`config.mk`:
```
export PLATFORM = sky130hd
export DESIGN_NAME = biquad8_coeff_loader
export DESIGN_NICKNAME = d
export VERILOG_FILES = /design/src/rtl/biquad8_coeff_loader.sv
export SDC_FILE = /design/constraint.sdc
export NUM_CORES = 1
export LEC_CHECK = 0
export ABC_CLOCK_PERIOD_IN_PS = 1700
export CAP_MARGIN = 0
export CORE_UTILIZATION = 53
export DETAILED_ROUTE_END_ITERATION = 10
export GPL_TIMING_DRIVEN = 0
export PLACE_DENSITY = 0.87
export SETUP_SLACK_MARGIN = 0.4
export SLEW_MARGIN = 20
export SYNTH_ARGS = -nofsm -noshare
export SYNTH_HDL_FRONTEND = slang
export SYNTH_SLANG_ARGS = --single-unit
```
`constraint.sdc`:
```
create_clock -name clk -period 1.7 [get_ports clk]
set_clock_uncertainty 0.1 [all_clocks]
set_input_delay 0.51 -clock clk [delete_from_list [all_inputs] [get_ports clk]]
set_output_delay 0.51 -clock clk [all_outputs]
set_load 0.005 [all_outputs]
```
`src/rtl/biquad8_coeff_loader.sv`:
```
// Coefficient table and load sequencer for the biquad8 filter: streams the table
// into the cascaded DSP B1 registers (highest entry first), then pulses update.
module biquad8_coeff_loader #(
  parameter int NCOEFF   = 2,
  parameter int ADR_BITS = 1,
  parameter int CBITS    = 18
) (
  input  logic                clk,
  input  logic                rst_n,
  input  logic [ADR_BITS-1:0] cfg_adr_i,
  input  logic [CBITS-1:0]    cfg_dat_i,
  input  logic                cfg_wr_i,
  output logic [CBITS-1:0]    cfg_dat_o,
  input  logic                load_i,
  output logic                busy_o,
  output logic                done_o,
  output logic [CBITS-1:0]    coeff_dat_o,
  output logic                coeff_wr_o,
  output logic                coeff_update_o
);

  typedef enum logic [2:0] {IDLE, WR, HOLD, UPD, DONE} state_t;

  localparam logic [ADR_BITS-1:0] LAST_IDX = ADR_BITS'(NCOEFF - 1);

  state_t              state_r, state_s;
  logic [ADR_BITS-1:0] idx_r, idx_s;
  logic                pend_r, pend_s;
  logic [CBITS-1:0]    tbl_r [NCOEFF];
  logic [CBITS-1:0]    rd_s, word_s;
  logic [CBITS-1:0]    cfg_dat_r, coeff_dat_r;
  logic                coeff_wr_r, coeff_update_r, busy_r, done_r;

  // Next-state, word index and pending-reload flag
  always_comb begin
    state_s = state_r;
    idx_s   = idx_r;
    pend_s  = pend_r;
    case (state_r)
      IDLE: begin
        if (load_i) begin
          state_s = WR;
          idx_s   = LAST_IDX;
        end else begin
          state_s = IDLE;
        end
      end
      WR: begin
        state_s = HOLD;
        pend_s  = pend_r | load_i;
      end
      HOLD: begin
        pend_s = pend_r | load_i;
        if (idx_r != ADR_BITS'(0)) begin
          state_s = WR;
          idx_s   = idx_r - ADR_BITS'(1);
        end else begin
          state_s = UPD;
        end
      end
      UPD: begin
        state_s = DONE;
        pend_s  = pend_r | load_i;
      end
      DONE: begin
        pend_s = 1'b0;
        if (load_i || pend_r) begin
          state_s = WR;
          idx_s   = LAST_IDX;
        end else begin
          state_s = IDLE;
        end
      end
      default: begin
        state_s = IDLE;
        idx_s   = '0;
        pend_s  = 1'b0;
      end
    endcase
  end

  // Table muxes built as AND-OR so out-of-range addresses simply read 0
  always_comb begin
    rd_s   = '0;
    word_s = '0;
    for (int i = 0; i < NCOEFF; i++) begin
      rd_s   = rd_s   | ({CBITS{cfg_adr_i == ADR_BITS'(i)}} & tbl_r[i]);
      word_s = word_s | ({CBITS{idx_s == ADR_BITS'(i)}} & tbl_r[i]);
    end
  end

  // Coefficient table; writes to addresses >= NCOEFF match no entry
  always_ff @(posedge clk or negedge rst_n) begin
    if (!rst_n) begin
      for (int i = 0; i < NCOEFF; i++) tbl_r[i] <= '0;
    end else begin
      for (int i = 0; i < NCOEFF; i++) begin
        if (cfg_wr_i && (cfg_adr_i == ADR_BITS'(i))) tbl_r[i] <= cfg_dat_i;
      end
    end
  end

  // FSM state and output registers, all loaded from the next-state decode
  always_ff @(posedge clk or negedge rst_n) begin
    if (!rst_n) begin
      state_r        <= IDLE;
      idx_r          <= '0;
      pend_r         <= 1'b0;
      cfg_dat_r      <= '0;
      coeff_dat_r    <= '0;
      coeff_wr_r     <= 1'b0;
      coeff_update_r <= 1'b0;
      busy_r         <= 1'b0;
      done_r         <= 1'b0;
    end else begin
      state_r        <= state_s;
      idx_r          <= idx_s;
      pend_r         <= pend_s;
      cfg_dat_r      <= rd_s;
      coeff_wr_r     <= (state_s == WR);
      coeff_update_r <= (state_s == UPD);
      busy_r         <= (state_s == WR) || (state_s == HOLD) || (state_s == UPD);
      done_r         <= (state_s == DONE);
      // word is latched on entry to WR, before any same-edge table write lands
      if (state_s == WR) coeff_dat_r <= word_s;
    end
  end

  assign cfg_dat_o      = cfg_dat_r;
  assign coeff_dat_o    = coeff_dat_r;
  assign coeff_wr_o     = coeff_wr_r;
  assign coeff_update_o = coeff_update_r;
  assign busy_o         = busy_r;
  assign done_o         = done_r;

endmodule

```
---- After elaboration in Yosys (flattened, before gate mapping) ----
Index checks and enable logic that the tools add are counted.
W data, S select, Z words.
storage, ports and cells
  bits in registers ....................... 81
  bits of input ports ..................... 23
  output and inout port bits .............. 40
  logic and storage cells ................. 46
cells by class
  $add $sub $neg .......................... 1
  equal/unequal tests ..................... 8
  multiplexer cells ....................... 9
  bitwise operators ....................... 9
  reduce and logical (&&, ||, !) cells .... 8
operators by type and width
  kind                   number
  $and A18 B18 Y18       4
  $or A18 B18 Y18        2
  $pmux W3 S5            1
  $eq A3 B2 Y1 const B   4
  $eq A3 B1 Y1 const B   2
  $eq A3 B3 Y1 const B   2
  $mux W1                5
  $pmux W1 S4            1
  $logic_not A3 Y1       1
  $logic_or A1 B1 Y1     3
  $reduce_or A3 Y1       1
  $logic_and A1 B1 Y1    2
  $mux W2                1
  $not A1 Y1             2
  $pmux W1 S2            1
  $reduce_or A2 Y1       1
  $or A1 B1 Y1           1
  $sub A1 B1 Y1 const B  1

---- Logic depth before layout (Yosys ltp) ----
Gate-level depths: netlist (run 1).
  word-level depth ........................ 6
  gate-level depth with buffers ........... 7
  gate-level depth less buffers ........... 3

---- Worst setup path before layout (run 1) ----
Ideal clock, no wire load.
  path kind ............................... input -> register
  start point ............................. in cfg_adr_i
  end point ............................... reg tbl_r[10] (netlist bit)
  library setup time ...................... 0.125 ns
  data arrival time ....................... 1.400 ns
  data required time ...................... 1.475 ns
  setup slack ............................. 0.076 ns
  cell stages on the path ................. 4
  path buffers ............................ 2
  cell sequence ........................... buf_2 > nand2_2 > buf_2 > mux2_2
between the ends
  longest elaborated chain between the ends .. 1
ends and longest elaborated chain
  element                          line  text
  from (decl)                      10    input logic [ADR_BITS-1:0] cfg_adr_i,
  $logic_and A1 B1 Y1              98    if (cfg_wr_i && (cfg_adr_i == ADR_BITS'(i))) tbl_r[i] <= cfg_dat_i;
  to (signal, indexed assignment)  98
  to (decl)                        29    logic [CBITS-1:0] tbl_r [NCOEFF];
Every way passes these cells.
A chain may end at the register's enable or synchronous reset.

---- Worst setup path after layout (run 1) ----
  start point ............................. reg state_r[2]
  end point ............................... reg coeff_dat_r[1], in the netlist coeff_dat_o[1]
between the ends
  longest elaborated chain between the ends .. 6
  elaborated cells on any way between the ends .. 13
  classes of those cells .................. eq/ne: 5; mux: 2; bitwise: 4; reduce/logical: 2
ends and longest elaborated chain
  element                                       line  text
  from (decl)                                   26    state_t state_r, state_s;
  from (signal assigned)                        116   state_r <= state_s;
  $eq A3 B2 Y1 or $eq A3 B1 Y1 (tied branches)  39    case (state_r)
  $reduce_or A2 Y1 (no source line)             n/a
  $pmux W1 S4                                   39
  $not A1 Y1                                    88    word_s = word_s | ({CBITS{idx_s == ADR_BITS'(i)}} & tbl_r[i]);
  $and A18 B18 Y18                              88
  $or A18 B18 Y18                               88
  to (signal assigned)                          125   if (state_s == WR) coeff_dat_r <= word_s;
  to (decl)                                     31    logic [CBITS-1:0] cfg_dat_r, coeff_dat_r;
Parallel ways exist; a longest one is shown, timed or not.

==> impl_metrics.toml, run 1 <==
[finish]
diodes = 0
nets = 414
layout_commonest_cell = "dfrtp_1"
final_cell_area_um2 = 5177
layout_common_cells = "dfrtp_1, buf_2, buf_4"
nFillCells = 389
layout-drive-gt1-share = 0.5051
area_growth_pct = 40.32

[sta]
final_hold_viol_count = 3
worst-slew-pin-transition_ns = 0.4816
grt_setup_unrepaired = "yes"
hold_ws_ns = -0.004133
period_minus_slack_ns = 1.687
timing.fmax_mhz = 592.8
setup_viol = 0
finalCritPeriodShare = 0.9923
maxSlewHeadroom = 0.6789
slew_violations = 0
timing.final.ws_setup_ns = 0.01308

[logic_synthesis]
yosysSeqAreaShare = 0.5493
netlist_area_um2 = 3690
syn_nets = 301
synth-compound-area-share = 0.1648
synth_xor_area_frac = 0
synthMuxAreaShare = 0.1777
synth-simple-area-share = 0.05459
yosys_warnings = 0
avgSynthCellArea_um2 = 13.27
ys_types = 28
syn_inst = 278
synth_top_family_by_area = "multiplexers"
ys_ff_latch = 81
synth_adder_area_share = 0

[clock_tree]
clk_pin_slew_worst_paths_ns = 0.08
cts_buffers = 9
clock_latency_ns = 0.37
root_buffer = "clkbuf_8"
cts_max_path_buffers = 2
h-tree-depth = 3
cts_tree = "done"
ctsHoldBuffers = 0
cts_num_sinks = 81

[die]
dieArea_um2 = 7299
pin_count = 63
num_rows = 30
start_util = 0.5461
die_h_um = 85.44
core_area_um2 = 6756
die_w_um = 85.44

[route]
drt_iter0_drc = 502
dr.pass1.iters = 9
wirelength_um = 10860
vias_per_cell = 6.620
routedWlPerCell_um = 22.82
route.vias.total = 3151
drcViolationCount = 1
ant_nets = 0

[pwr]
p_per_area_nw_per_um2 = 1705
vdd_drop_max_mv = 0.9253
leakage_uw = 0.002268
finalPower_uw = 8825

[placed_design]
port_buffers = 62
gp_congestion = 0.8323
dp_hpwl_um = 5787
pre_cts_ws_ns = -0.5410
placed_area_um2 = 4611

[critical_path]
start_kind = "flip-flop"
worstPathArrival_ns = 1.82
endpoint_kind = "flip-flop"
critPathMaxFanout = 10
worstSetupPathType = "reg -> reg"
required_ns = 1.83

[run_status]
violations = "DRC, hold timing"
status = "complete, but fails checks"

[grt]
grt_max_degree = 47
grt_pass1_wl_um = 15540
grt_use_total = 0.2854
antenna_found_initial = 0
grt_overflow = 0
grt_pass1_vias = 3046

[worst_hold_path]
hold_path_class = "in -> async"

[run]
drv_cap = 0
[sequential cells by signal, summed over array words and instances (netlist names), 3 cells and up]
signal and flops:
state_r 3, cfg_dat_o 18, coeff_dat_o 18, tbl_r 36
[what timing repair did]
action,4_1_cts,5_1_grt
endpoints found under the setup margin,118,64
gates cloned,3,1
resized for setup,185,15
pin swaps,7,3
buffers inserted,26,9
[Yosys cell counts]
cell type	count	area share
clkinv_1	1	0.0010
a211oi_1	18	0.037
o22ai_1	2	0.0034
buf_4	2	0.0041
nand2_2	1	0.0017
mux2_2	54	0.16
buf_2	14	0.019
a21o_1	2	0.0041
nand2b_1	1	0.0017
nor2_4	1	0.0031
o21a_1	1	0.0020
mux2i_4	1	0.0061
dfrtp_1	81	0.55
and2_1	18	0.031
clkbuf_1	4	0.0041
mux2i_1	1	0.0027
mux2_4	1	0.0041
or2_2	1	0.0017
nor2b_1	1	0.0017
a32oi_1	18	0.043
a31oi_1	18	0.031
a21oi_1	2	0.0027
nor4bb_4	1	0.0068
nor2_1	6	0.0061
buf_6	8	0.024
inv_1	1	0.0010
o221ai_1	18	0.043
nor3_1	1	0.0014
[report_power, final]
| group | switching [µW] | internal, µW |
|---|---|---|
| combinational | 2180 | 2250 |
| sequential | 360 | 2450 |
| clock | 710 | 882 |
[through the flow]
step                      hold slack, ns  utilization  TNS (ns)  std cells
after detailed placement          0.3955       0.6824    -21.26        421
after global routing             0.02363       0.7663  -0.03933        476
after CTS                        0.02543       0.7396         0        466
after floorplan                   0.1144            -         0        278
final                          -0.004133       0.7663         0        476
after global placement            0.4082       0.6787   -241.52        420
[final timing paths]
| check | from | endpoint | slack [ns] | cells after the start |
|---|---|---|---|---|
| worst max register to register | state_r[2] | coeff_dat_o[1] | 0.01 | 6 |
| worst min-delay path | rst_n | pend_r | -0.004 | 1 |
| min in group clk | tbl_r[28] | tbl_r[28] | 0.45 | 1 |
| max in group asynchronous | rst_n | cfg_dat_o[5] | 0.91 | 2 |
| worst max-delay path | state_r[2] | coeff_dat_o[1] | 0.01 | 6 |
| worst min register to register | tbl_r[28] | tbl_r[28] | 0.45 | 1 |
[final cells by class]
| cell class | count | area (µm²) | share of cell area |
|---|---|---|---|
| Clock buffer | 15 | 196.4 | 0.03794 |
| Tap cell | 80 | 100.1 | 0.01933 |
| Clock inverter | 1 | 30.03 | 0.005800 |
| Sequential cell | 81 | 2027 | 0.3915 |
| Inverter | 2 | 8.758 | 0.001692 |
| Buffer | 28 | 274.0 | 0.05292 |
| Timing Repair Buffer | 102 | 855.8 | 0.1653 |
| Multi-Input combinational cell | 167 | 1685 | 0.3255 |
[critical path, cell delays in order, from the launching register on]
cell	delay (ns)
dfrtp_1	0.38
buf_6	0.14
a21o_1	0.18
buf_6	0.14
buf_2	0.20
a211oi_1	0.33
a31oi_1	0.10
[layer usage]
| layer | up-vias | wire [µm] | track usage |
|---|---|---|---|
| li1 | 1301 | - | - |
| met1 | 1528 | 4052 | 0.3629 |
| met2 | 251 | 5230 | 0.4676 |
| met3 | 71 | 1039 | 0.06226 |
| met4 | 0 | 539 | 0.1333 |
| met5 | - | 0 | 0 |
[logic make-up (layout without fill, tap and decap cells)]
group / after synthesis / count (layout)
AO/OA/AOI/OAI: 79 / 79
multiplexers: 57 / 57
flip-flops: 81 / 81
AND/OR/NAND/NOR: 31 / 31
buffers and inverters: 30 / 148
Power figures use the tool's default switching activity.
==> run 2: changes to the inputs <==
--- a/config.mk
+++ b/config.mk
@@ -7,10 +7,10 @@
 export LEC_CHECK = 0
 export ABC_CLOCK_PERIOD_IN_PS = 1700
 export CAP_MARGIN = 0
-export CORE_UTILIZATION = 53
+export CORE_UTILIZATION = 46
 export DETAILED_ROUTE_END_ITERATION = 10
 export GPL_TIMING_DRIVEN = 0
-export PLACE_DENSITY = 0.87
+export PLACE_DENSITY = 0.71
 export SETUP_SLACK_MARGIN = 0.4
 export SLEW_MARGIN = 20
 export SYNTH_ARGS = -nofsm -noshare
==> impl_metrics.toml, run 2 (synthesis results as in run 1) <==
[critical_path]
worstPathArrival_ns = 1.76
max_stage_delay_ns = 0.42
cp_cell_sequence = "buf_6 -> nor2_4 -> buf_2 -> a32oi_1 -> a31oi_1"
start_kind = "flip-flop"
worstSetupPathType = "reg -> reg"
endpoint_kind = "flip-flop"
r2r-end = "coeff_dat_o[16]"
crit_buf_inv = 2
startpoint = "state_r[0]"
r2r-start = "state_r[0]"
required_ns = 1.87
r2r_slack_ns = 0.11
r2r_cells = 5
crit_cells = 5
critical-path-top-delay-family = "buffers and inverters"
slowest_stage = "dfrtp_1"
critPathMaxFanout = 10
cp-endpoint = "coeff_dat_o[16]"

[sta]
grt_setup_unrepaired = "yes"
worst-slew-pin-transition_ns = 0.3724
final_hold_viol_count = 25
maxSlewHeadroom = 0.7517
setup_viol = 0
hold_ws_ns = -0.02602
slew_violations = 0
timing.fmax_mhz = 627.6
period_minus_slack_ns = 1.593
finalCritPeriodShare = 0.9372

[die]
num_rows = 32
die_w_um = 91.56
die_h_um = 91.56
start_util = 0.4775
core_area_um2 = 7727
pin_count = 63
dieArea_um2 = 8383

[finish]
largest_register_ffs = 36
nFillCells = 569
layout-drive-gt1-share = 0.5101
multi_input_area_um2 = 1678
ff_latch_area_um2 = 2027
regMostFlops = "tbl_r"
final_cell_area_um2 = 5180
postLayoutCoreUtil = 0.6703
diodes = 0
layout_commonest_cell = "dfrtp_1"
nets = 414
area_growth_pct = 40.39
layout_common_cells = "dfrtp_1, buf_2, buf_4"

[run_status]
violations = "hold timing"
status = "complete, but fails checks"

[clock_tree]
cts_tree = "done"
cts_num_sinks = 81
clock_latency_ns = 0.35
clk_pin_slew_worst_paths_ns = 0.08
cts_max_path_buffers = 2
cts_buffers = 9
h-tree-depth = 3
root_buffer = "clkbuf_8"

[route]
wirelength_um = 9573
drt_iter0_drc = 254
ant_nets = 0
vias_per_cell = 5.789
drcViolationCount = 0
routedWlPerCell_um = 19.22
dr.pass1.iters = 4
route.vias.total = 2883

[grt]
grt_use_total = 0.2452
grt_overflow = 0
antenna_found_initial = 0
grt_pass1_wl_um = 15550
grt_pass1_vias = 2942
grt_max_degree = 57

[pwr]
pwr-share-clk = 0.171
vdd_drop_max_mv = 0.8727
pwr-share-seq = 0.334
leakage_uw = 0.002244
comb_power_share = 0.495
finalPower_uw = 8324
p_sw_frac = 0.3579
p_per_area_nw_per_um2 = 1607
p_switching_uw = 2979
p_int_uw = 5345

[placed_design]
placed_area_um2 = 4638
gp_congestion = 0.7772
port_buffers = 62
dp_hpwl_um = 5633

[worst_hold_path]
hold_path_class = "in -> async"

[run]
drv_cap = 0
run 2: metrics by stage:
| stage | setup TNS, ns | std cells | worst slack, ns |
|---|---|---|---|
| 2_1_floorplan | 0 | 278 | 0.1809 |
| 3_3_place_gp | -250.36 | 442 | -2.836 |
| 3_5_place_dp | -22.20 | 443 | -0.5495 |
| 4_1_cts | 0 | 491 | 0.1445 |
| 5_1_grt | 0 | 498 | 0.03494 |
| 6_report | 0 | 498 | 0.1067 |
run 2: what timing repair did:
item	4_1_cts	5_1_grt
hold endpoints to repair	25	25
gates cloned	4	0
resized for setup	193	11
buffers inserted	28	7
pin swaps	10	2
endpoints found under the setup margin	117	67
run 2: worst min-delay path by stage:
stage	startpoint	end	slack [ns]
6_report	rst_n	tbl_r[31]	-0.03
5_1_grt	rst_n	cfg_dat_o[6]	-0.01
4_1_cts	rst_n	cfg_dat_o[16]	-0.03
3_5_place_dp	rst_n	cfg_dat_o[6]	0.35
3_3_place_gp	pend_r	pend_r	0.41
2_1_floorplan	rst_n	busy_o	0.11
run 2: power by group through the flow:
stage / Sequential (µW) / Combinational, µW / Clock, µW
2_1_floorplan: 2760 / 2090 / 0
3_3_place_gp: 2820 / 3280 / 0
3_5_place_dp: 2830 / 3350 / 0
4_1_cts: 2780 / 3810 / 1440
5_1_grt: 2830 / 4420 / 1510
6_report: 2780 / 4120 / 1420
run 2: metal layers:
metal,GRT usage,share of wire,vias up
met2,0.3847,0.49,109
met5,0,0,-
li1,-,-,1303
met1,0.3348,0.43,1451
met3,0.03769,0.050,20
met4,0.1124,0.022,0
run 2: layout make-up:
cell class                      instances  share of cell area
Inverter                                2            0.001691
Tap cell                              102             0.02464
Buffer                                 28             0.05507
Clock inverter                          4             0.01014
Sequential cell                        81              0.3913
Timing Repair Buffer                  102              0.1652
Clock buffer                           12             0.02802
Multi-Input combinational cell        167              0.3239
==> run 3: changes to the inputs <==
--- a/config.mk
+++ b/config.mk
@@ -7,12 +7,11 @@
 export LEC_CHECK = 0
 export ABC_CLOCK_PERIOD_IN_PS = 1700
 export CAP_MARGIN = 0
-export CORE_UTILIZATION = 46
+export CORE_UTILIZATION = 45
 export DETAILED_ROUTE_END_ITERATION = 10
 export GPL_TIMING_DRIVEN = 0
-export PLACE_DENSITY = 0.71
+export PLACE_DENSITY = 0.7
 export SETUP_SLACK_MARGIN = 0.4
-export SLEW_MARGIN = 20
 export SYNTH_ARGS = -nofsm -noshare
 export SYNTH_HDL_FRONTEND = slang
 export SYNTH_SLANG_ARGS = --single-unit
==> impl_metrics.toml, run 3 (synthesis results as in run 1) <==
[worst_hold_path]
hold-path-cell-count = 3
worstHoldEndpoint = "cfg_dat_o[17]"
hp-start = "cfg_adr_i"
hold_path_class = "in -> reg"

[route]
routedWlPerCell_um = 20.02
wirelength_um = 10010
drcViolationCount = 0
dr.pass1.iters = 4
route.vias.total = 2900
vias_per_cell = 5.800
drt_iter0_drc = 218
ant_nets = 0

[pwr]
vdd_drop_max_mv = 0.7516
finalPower_uw = 8438
pwr-share-seq = 0.331
comb_power_share = 0.501
p_int_uw = 5399
p_switching_uw = 3039
pwr-share-clk = 0.169
leakage_uw = 0.002268
p_sw_frac = 0.3602
p_per_area_nw_per_um2 = 1621

[sta]
maxSlewHeadroom = 0.7588
period_minus_slack_ns = 1.655
worst-slew-pin-transition_ns = 0.3617
timing.fmax_mhz = 604.1
setup_viol = 0
final_hold_viol_count = 0
slew_violations = 0
grt_setup_unrepaired = "yes"
timing.final.ws_setup_ns = 0.04456
finalCritPeriodShare = 0.9738

[finish]
layout-drive-gt1-share = 0.5075
layout_common_cells = "dfrtp_1, buf_2, buf_4"
diodes = 0
ff_latch_area_um2 = 2027
nFillCells = 599
nets = 417
postLayoutCoreUtil = 0.6634
largest_register_ffs = 36
layout_commonest_cell = "dfrtp_1"
multi_input_area_um2 = 1690
area_growth_pct = 41.10
regMostFlops = "tbl_r"

[run]
drv_cap = 0

[critical_path]
start_kind = "flip-flop"
cp_cell_sequence = "buf_6 -> nor4bb_4 -> buf_6 -> a21o_1 -> buf_6 -> clkbuf_16 -> a31oi_1"
r2r-start = "state_r[0]"
slowest_stage = "dfrtp_1"
max_stage_delay_ns = 0.41
r2r_slack_ns = 0.04
endpoint_kind = "flip-flop"
worstPathArrival_ns = 1.78
r2r-end = "coeff_dat_o[12]"
required_ns = 1.82
crit_top_cell = "buf_6"
r2r_cells = 7
startpoint = "state_r[0]"
critPathMaxFanout = 5
worstSetupPathType = "reg -> reg"

[clock_tree]
cts_tree = "done"
cts_buffers = 9
root_buffer = "clkbuf_8"
cts_max_path_buffers = 2
h-tree-depth = 3
clk_pin_slew_worst_paths_ns = 0.08
cts_num_sinks = 81
clock_latency_ns = 0.35

[die]
core_area_um2 = 7848
die_h_um = 92.55
start_util = 0.4702
pin_count = 63
num_rows = 32
dieArea_um2 = 8566
die_w_um = 92.55

[placed_design]
pre_cts_ws_ns = -0.5603
dp_hpwl_um = 5866
port_buffers = 62
gp_congestion = 0.8215

[run_status]
status = "complete, no violations"

[grt]
grt_max_degree = 65
antenna_found_initial = 0
grt_pass1_wl_um = 15370
grt_use_total = 0.2371
grt_pass1_vias = 2869
grt_overflow = 0
-- run 3: per-stage QoR --
step	cell area (µm²)	hold WS (ns)	std cells	setup TNS [ns]
after floorplan	3865	0.1144	278	0
after global placement	4613	0.4061	442	-253.50
after detailed placement	4638	0.3067	443	-23.08
after CTS	4970	0.4441	487	0
after global routing	5206	0.4419	500	0
final	5206	0.4407	500	0
-- run 3: repair_timing --
action	4_1_cts	5_1_grt
endpoints found under the setup margin	118	133
endpoints found under the hold margin	17	0
gates resized for setup	189	19
hold buffers	1	0
buffers inserted	26	11
pin swaps	4	1
gates cloned	2	2
-- run 3: worst max path at each step --
stage,endpoint
after floorplan,coeff_dat_o[10]
after global placement,cfg_dat_o[11]
after detailed placement,tbl_r[27]
after CTS,coeff_dat_o[13]
after global routing,coeff_dat_o[12]
final,coeff_dat_o[12]
-- run 3: critical path: cells and delay by family, from the launching register on --
kind | cells | cell delay (ns)
buf+inv | 4 | 0.55
flops | 1 | 0.41
simple gates | 1 | 0.29
compound gates | 2 | 0.17
-- run 3: area by class of cell --
| cell class | count | share of cell area |
|---|---|---|
| plain buffers | 28 | 0.05287 |
| clock buffers | 12 | 0.02980 |
| well taps | 102 | 0.02451 |
| clock inverters | 3 | 0.007690 |
| flip-flops and latches | 81 | 0.3893 |
| inverters | 2 | 0.002163 |
| multi-input cells | 167 | 0.3247 |
| repair buffers | 105 | 0.1689 |
-- run 3: power by group through the flow --
stage                     clock network (µW)  logic, µW  registers, µW
final                                   1420       4220           2790
after CTS                               1440       3650           2770
after floorplan                            0       2090           2760
after detailed placement                   0       3370           2830
after global placement                     0       3290           2810
after global routing                    1520       4530           2840
-- run 3: per-layer routing --
layer,vias up,track usage,routed length [µm]
met1,1473,0.3296,4346
li1,1311,-,-
met3,11,0.03366,488
met5,-,0,0
met2,105,0.3778,5046
met4,0,0.08854,130
